### config.mk
export PLATFORM = sky130hd
export DESIGN_NAME = multi_spinner
export DESIGN_NICKNAME = d
export VERILOG_FILES = /design/src/rtl/multi_spinner_pkg.sv /design/src/rtl/multi_spinner_ch.sv /design/src/rtl/multi_spinner.sv
export SDC_FILE = /design/constraint.sdc
export NUM_CORES = 1
export LEC_CHECK = 0
export ABC_AREA = 0
export CORE_ASPECT_RATIO = 2
export CORE_MARGIN = 2
export CORE_UTILIZATION = 58
export CTS_CLUSTER_DIAMETER = 50
export CTS_CLUSTER_SIZE = 40
export DETAILED_ROUTE_END_ITERATION = 10
export GPL_TIMING_DRIVEN = 0
export PLACE_DENSITY = 0.81
export SKIP_CTS_REPAIR_TIMING = 1
export SYNTH_ARGS = -nofsm -noshare
export SYNTH_HDL_FRONTEND = slang
export SYNTH_HIERARCHICAL = 1
export SYNTH_SLANG_ARGS = --single-unit
### constraint.sdc
create_clock -name clk_sys -period 3.5 [get_ports clk_sys]
set_clock_uncertainty 0.2 [all_clocks]
set_input_delay 0.875 -clock clk_sys [delete_from_list [all_inputs] [get_ports clk_sys]]
set_output_delay 0.875 -clock clk_sys [all_outputs]
set_load 0.03 [all_outputs]
### src/rtl/multi_spinner_pkg.sv
// Shared types and width helpers for the multi-channel spinner emulator.
// Optional build macro: MULTI_SPINNER_RECENTER_EN (self-centering idle channels).
package multi_spinner_pkg;

    typedef enum logic [1:0] {
        DIR_IDLE,
        DIR_CW,
        DIR_CCW
    } dir_t;

    // Bits needed to hold values 0..v (clog2(v+1), at least 1).
    function automatic int width_of(input int v);
        int w;
        w = 1;
        while ((1 << w) <= v) w++;
        return w;
    endfunction

    function automatic int center_of(input int aw);
        return 1 << (aw - 1);
    endfunction

endpackage

### src/rtl/multi_spinner_ch.sv
// One spinner channel: direction decode, acceleration counters, angle register.
// With MULTI_SPINNER_RECENTER_EN an idle channel drifts one step toward centre.
module spinner_ch
    import multi_spinner_pkg::*;
#(
    parameter int ANGLE_W     = 6,
    parameter int MAX_STEP    = 3,
    parameter int ACC_HOLD    = 8,
    parameter int RESET_ANGLE = 0
) (
    input  logic               clk_sys,
    input  logic               reset_n,
    input  logic               rise,
    input  logic               preset,
    input  logic               btn_left,
    input  logic               btn_right,
    input  logic               btn_fast,
    input  logic               invert,
    output logic [ANGLE_W-1:0] angle,
    output logic               moving
);

    localparam int SW = width_of(MAX_STEP);
    localparam int HW = width_of(ACC_HOLD);
    localparam int NEW_STEP = (MAX_STEP < 2) ? MAX_STEP : 2;

    localparam logic [ANGLE_W-1:0] RST_A = ANGLE_W'(RESET_ANGLE);
    localparam logic [ANGLE_W-1:0] CTR   = ANGLE_W'(center_of(ANGLE_W));
    localparam logic [ANGLE_W-1:0] A_ONE = ANGLE_W'(1);
    localparam logic [SW-1:0]      S_ONE = SW'(1);
    localparam logic [SW-1:0]      S_MAX = SW'(MAX_STEP);
    localparam logic [SW-1:0]      S_NEW = (ACC_HOLD == 1) ? SW'(NEW_STEP) : S_ONE;
    localparam logic [HW-1:0]      H_ONE = HW'(1);
    localparam logic [HW-1:0]      H_NEW = (ACC_HOLD == 1) ? '0 : H_ONE;
    localparam logic [HW-1:0]      H_END = HW'(ACC_HOLD - 1);

    logic [ANGLE_W-1:0] ang_q, ang_d;
    logic [SW-1:0]      step_q, step_d, base;
    logic [HW-1:0]      hold_q, hold_d;
    logic [SW:0]        eff;
    logic [ANGLE_W:0]   ext, sum;
    logic               lft, rgt, same, mov_q;
    dir_t               dir_q, cur;

    assign lft = invert ? btn_right : btn_left;
    assign rgt = invert ? btn_left : btn_right;

    always_comb begin
        cur = DIR_IDLE;
        if (rgt && !lft) cur = DIR_CW;
        else if (lft && !rgt) cur = DIR_CCW;
    end

    // A new or reversed direction always restarts from step 1.
    assign same = (cur == dir_q);
    assign base = same ? step_q : S_ONE;
    assign eff  = btn_fast ? {base, 1'b0} : {1'b0, base};
    assign ext  = (ANGLE_W + 1)'(eff);
    assign sum  = (cur == DIR_CW) ? ({1'b0, ang_q} + ext)
                                  : ({1'b0, ang_q} - ext);

    always_comb begin
        ang_d  = ang_q;
        step_d = step_q;
        hold_d = hold_q;
        if (cur == DIR_IDLE) begin
            step_d = S_ONE;
            hold_d = '0;
`ifdef MULTI_SPINNER_RECENTER_EN
            if (ang_q > CTR) ang_d = ang_q - A_ONE;
            else if (ang_q < CTR) ang_d = ang_q + A_ONE;
`endif
        end else begin
            ang_d = sum[ANGLE_W-1:0];
            if (!same) begin
                step_d = S_NEW;
                hold_d = H_NEW;
            end else if (hold_q == H_END) begin
                hold_d = '0;
                step_d = (step_q < S_MAX) ? step_q + S_ONE : step_q;
            end else begin
                hold_d = hold_q + H_ONE;
            end
        end
    end

    always_ff @(posedge clk_sys or negedge reset_n) begin
        if (!reset_n) begin
            ang_q  <= RST_A;
            step_q <= S_ONE;
            hold_q <= '0;
            dir_q  <= DIR_IDLE;
            mov_q  <= 1'b0;
        end else if (preset) begin
            ang_q  <= RST_A;
            step_q <= S_ONE;
            hold_q <= '0;
            dir_q  <= DIR_IDLE;
            mov_q  <= 1'b0;
        end else if (rise) begin
            ang_q  <= ang_d;
            step_q <= step_d;
            hold_q <= hold_d;
            dir_q  <= cur;
            mov_q  <= (ang_d != ang_q);
        end
    end

    assign angle  = ang_q;
    assign moving = mov_q;

endmodule

### src/rtl/multi_spinner.sv
// N-channel button-to-rotary emulator; tick edge detect plus per-channel spinners.
// Optional build macro: MULTI_SPINNER_RECENTER_EN.
module multi_spinner
    import multi_spinner_pkg::*;
#(
    parameter int NUM_CH      = 4,
    parameter int ANGLE_W     = 6,
    parameter int MAX_STEP    = 3,
    parameter int ACC_HOLD    = 8,
    parameter int RESET_ANGLE = 0
) (
    input  logic                      clk_sys,
    input  logic                      reset_n,
    input  logic                      tick,
    input  logic                      preset,
    input  logic [NUM_CH-1:0]         btn_left,
    input  logic [NUM_CH-1:0]         btn_right,
    input  logic [NUM_CH-1:0]         btn_fast,
    input  logic [NUM_CH-1:0]         invert,
    output logic [NUM_CH*ANGLE_W-1:0] angle,
    output logic [NUM_CH-1:0]         moving
);

    logic tick_d;
    logic rise;

    // Reset to 1 so a tick already high at reset release is not an edge.
    always_ff @(posedge clk_sys or negedge reset_n) begin
        if (!reset_n) tick_d <= 1'b1;
        else          tick_d <= tick;
    end

    assign rise = tick & ~tick_d;

    for (genvar i = 0; i < NUM_CH; i++) begin : g_ch
        spinner_ch #(
            .ANGLE_W    (ANGLE_W),
            .MAX_STEP   (MAX_STEP),
            .ACC_HOLD   (ACC_HOLD),
            .RESET_ANGLE(RESET_ANGLE)
        ) u_ch (
            .clk_sys  (clk_sys),
            .reset_n  (reset_n),
            .rise     (rise),
            .preset   (preset),
            .btn_left (btn_left[i]),
            .btn_right(btn_right[i]),
            .btn_fast (btn_fast[i]),
            .invert   (invert[i]),
            .angle    (angle[i*ANGLE_W +: ANGLE_W]),
            .moving   (moving[i])
        );
    end

endmodule

==> out/qor.txt <==
failing checks: negative setup slack
initial antenna violation count: 0
vias in the first global route: 4149
Synth Net Count: 563
drt wl/cell: 17.9 µm
TritonCTS clock tree: yes
Clock Sinks: 61
syn_area_per_cell: 9.32 µm²
register area share after synthesis: 32.7%
Post-Route WL: 12.3 mm
Power Total: 0.00256 W
Worst VDD drop: 0.324 mV
Netlist Area Pre-Place: 0.00469 mm²
largest area contributor in the netlist: dfrtp_1
CP max FO: 4
Post-DP HPWL: 7.74 mm
Required @ worst endpoint: 3.50 ns
WP buf/inv: 4
worst hold slack: 0.296 ns
Crit Path Class: primary input to register
CP Capture Type: register
worst skew pair latency: 0.33 ns
number of flops mapped to enable cells by yosys: 0
Clock transition at path regs: 0.05 ns
mux cell area share after synthesis: 5.13%
DRT iter0 DRCs: 320
actual slew at the worst max-slew pin: 0.909 ns
Synth Area in Adders: 11.3%
Synth Area in Compound Gates: 14.9%
CTS buffer count: 9
Max Slew Vio Count: 0
IO buf count: 47
Setup-failing EPs final: 10
final worst slack: -0.315 ns
core footprint: 0.00789 mm²
slew margin rel.: 39.2%
Top Family by Delay on Critical Path: compound AO/OA/AOI/OAI gates
Critical Path Start Type: primary input
main flop type after synthesis: dfrtp_1
Total Die Area: 0.00886 mm²
Rows: 46
Root Driver: clkbuf_16
Post-Synth XOR/XNOR Area: 10.7%
Warnings, synthesis: 6
vias post-DR: 4234
largest net degree at the start of global routing: 62
RSZ-0062 raised after global routing: yes
Yosys reg bits: 61
htree depth: 3
Vias/cell: 6.15
ys async rst share: 100%
Cell Pwr Density: 406 mW/mm²
Syn Inst Count: 503
first-pass GRT wire length: 18.4 mm
ant diodes: 0
Die Y: 131 µm
Yosys top cell area share: 29.9%
Final ANT Viol Nets: 0
slowest CP cell: fa_2
largest cells by area after synthesis: dfrtp_1, ha_1, mux2i_1, nor2_1, nand2_1
GRT overflow: 0
final core occ: 80.0%
commonest cells after routing, fill and taps aside: dfrtp_1, nor2_1, nand2_1
DRC: 0
layout cell share with drive strength beyond 1: 29.2%
Die X: 67.6 µm
main combinational cell family by area after synthesis: simple AND/OR/NAND/NOR gates
Pleak: 2.68 nW
area delta synth->final: 34.6%
Initial Util: 59.4%
min-delay worst type: register to register
post-place instance area: 0.00540 mm²
crit-path max cell delay: 0.38 ns
Boundary Pins: 48
simple-gate portion of the synthesized area: 22.5%
Tcrit/Tclk final: 109%
post-synthesis cell type count: 54
Total Routing Usage GR: 26.6%
Final Cell Area: 0.00631 mm²
status: complete, but fails checks
Min Clock Period, post-route: 3.82 ns
most common cell after layout, fill and taps aside: dfrtp_1
fill cell count: 470
final hold vios: 0
CTS max path bufs: 2
worst endpoint data arrival time: 3.82 ns
Max Freq: 262 MHz
Final #Nets: 648
Routability Congestion: 0.858
worst-path cell chain: buf_8, mux2i_4, inv_2, ha_4, xnor2_4, and2_4, buf_6, nand2_2, mux2i_1, a2bb2oi_2, buf_4, fa_2, a21o_1, a21oi_2, xnor3_1, o41ai_2, nand3_1
drt first pass iters: 6
# Max-Cap Violations: 0
## report_power, final
part / switching [W] / internal (W) / total [W]
clock network: 0.000336 / 0.000567 / 0.000904
registers: 0.0000406 / 0.000738 / 0.000779
logic: 0.000448 / 0.000432 / 0.000880
## path summary, 6_finish.rpt
check,to,slack [ns],start,depth (start not counted)
setup / recovery,g_ch[2].u_ch/moving$_DFFE_PN0P_,-0.32,invert[2],17
hold / removal,g_ch[2].u_ch/moving$_DFFE_PN0P_,0.30,g_ch[2].u_ch/moving$_DFFE_PN0P_,2
setup reg to reg,g_ch[2].u_ch/moving$_DFFE_PN0P_,0.34,g_ch[2].u_ch/dir_q[1]$_DFFE_PN0P_,13
hold reg to reg,g_ch[2].u_ch/moving$_DFFE_PN0P_,0.30,g_ch[2].u_ch/moving$_DFFE_PN0P_,2
max in group asynchronous,g_ch[1].u_ch/hold_q[3]$_DFFE_PN0P_,2.13,reset_n,1
min in group asynchronous,g_ch[1].u_ch/angle[1]$_DFFE_PN0P_,0.42,reset_n,1
## logic make-up after synthesis
| kind of cell | Yosys count |
|---|---|
| simple gates | 201 |
| xor+xnor | 40 |
| fa+ha+maj | 40 |
| compound gates | 109 |
| buf+inv | 28 |
| mux | 24 |
| flops | 61 |
## worst reg2reg max path: stages (launching register included)
cell and delay [ns]:
dfrtp_1 0.43, xnor2_4 0.22, and2_4 0.17, buf_6 0.10
nand2_2 0.05, mux2i_1 0.14, a2bb2oi_2 0.15, buf_4 0.14
fa_2 0.38, a21o_1 0.20, a21oi_2 0.16, xnor3_1 0.24
o41ai_2 0.33, nand3_1 0.11
## state kept, by name, indices dropped and copies added (netlist names)
signal and flops:
g_ch.u_ch/angle 24, g_ch.u_ch/hold_q 16, g_ch.u_ch/dir_q 8, g_ch.u_ch/step_q 8, g_ch.u_ch/moving 4, tick_d 1
## routing by layer
metal / global-route usage (%) / routed length (µm) / up-vias
met2: 48.4 / 7040 / 133
li1: - / - / 1985
met3: 4.71 / 464 / 35
met5: 0 / 0 / -
met1: 28.3 / 4460 / 2081
met4: 11.5 / 367 / 0
## cell type report
type	instances	area (µm²)	area share (%)
Tap cell	96	120	1.90
Clock buffer	10	239	3.79
Sequential cell	61	1530	24.3
Buffer	10	45.0	0.714
Timing Repair Buffer	80	703	11.1
Inverter	12	45.0	0.714
Clock inverter	6	62.6	0.992
Multi-Input combinational cell	414	3560	56.4
## Yosys cell counts, types with 3 or more instances
cell,count
nand3_1,9
or4_1,12
a211oi_1,5
a21oi_1,38
xor2_1,7
mux2i_1,24
a211oi_2,3
dfrtp_1,56
nand2_1,57
clkbuf_1,12
a32oi_1,4
xnor2_2,5
o31ai_1,4
nor2b_1,8
buf_6,3
nor3_1,3
xor3_1,4
or2b_1,3
or4_4,3
nand4_1,8
o41ai_1,3
a2bb2oi_1,4
ha_1,36
o21ai_0,21
a21oi_2,4
nor3_2,6
nand2b_1,9
fa_1,4
xnor3_1,4
o21ai_1,7
nand3b_1,3
and3_4,3
nor2_1,58
dfstp_2,5
a21o_1,4
inv_1,12
a22o_1,5
xnor2_1,20
nor4_1,5
## through the flow
stage          TNS, ns  worst slack (ns)  cells
2_1_floorplan    -2.44            -0.366    503
3_3_place_gp    -58.05             -1.14    646
3_5_place_dp    -20.46             -1.29    646
4_1_cts         -12.59            -0.954    662
5_1_grt          -3.07            -0.452    689
6_report         -1.80            -0.315    689
Power figures use the tool's default switching activity.
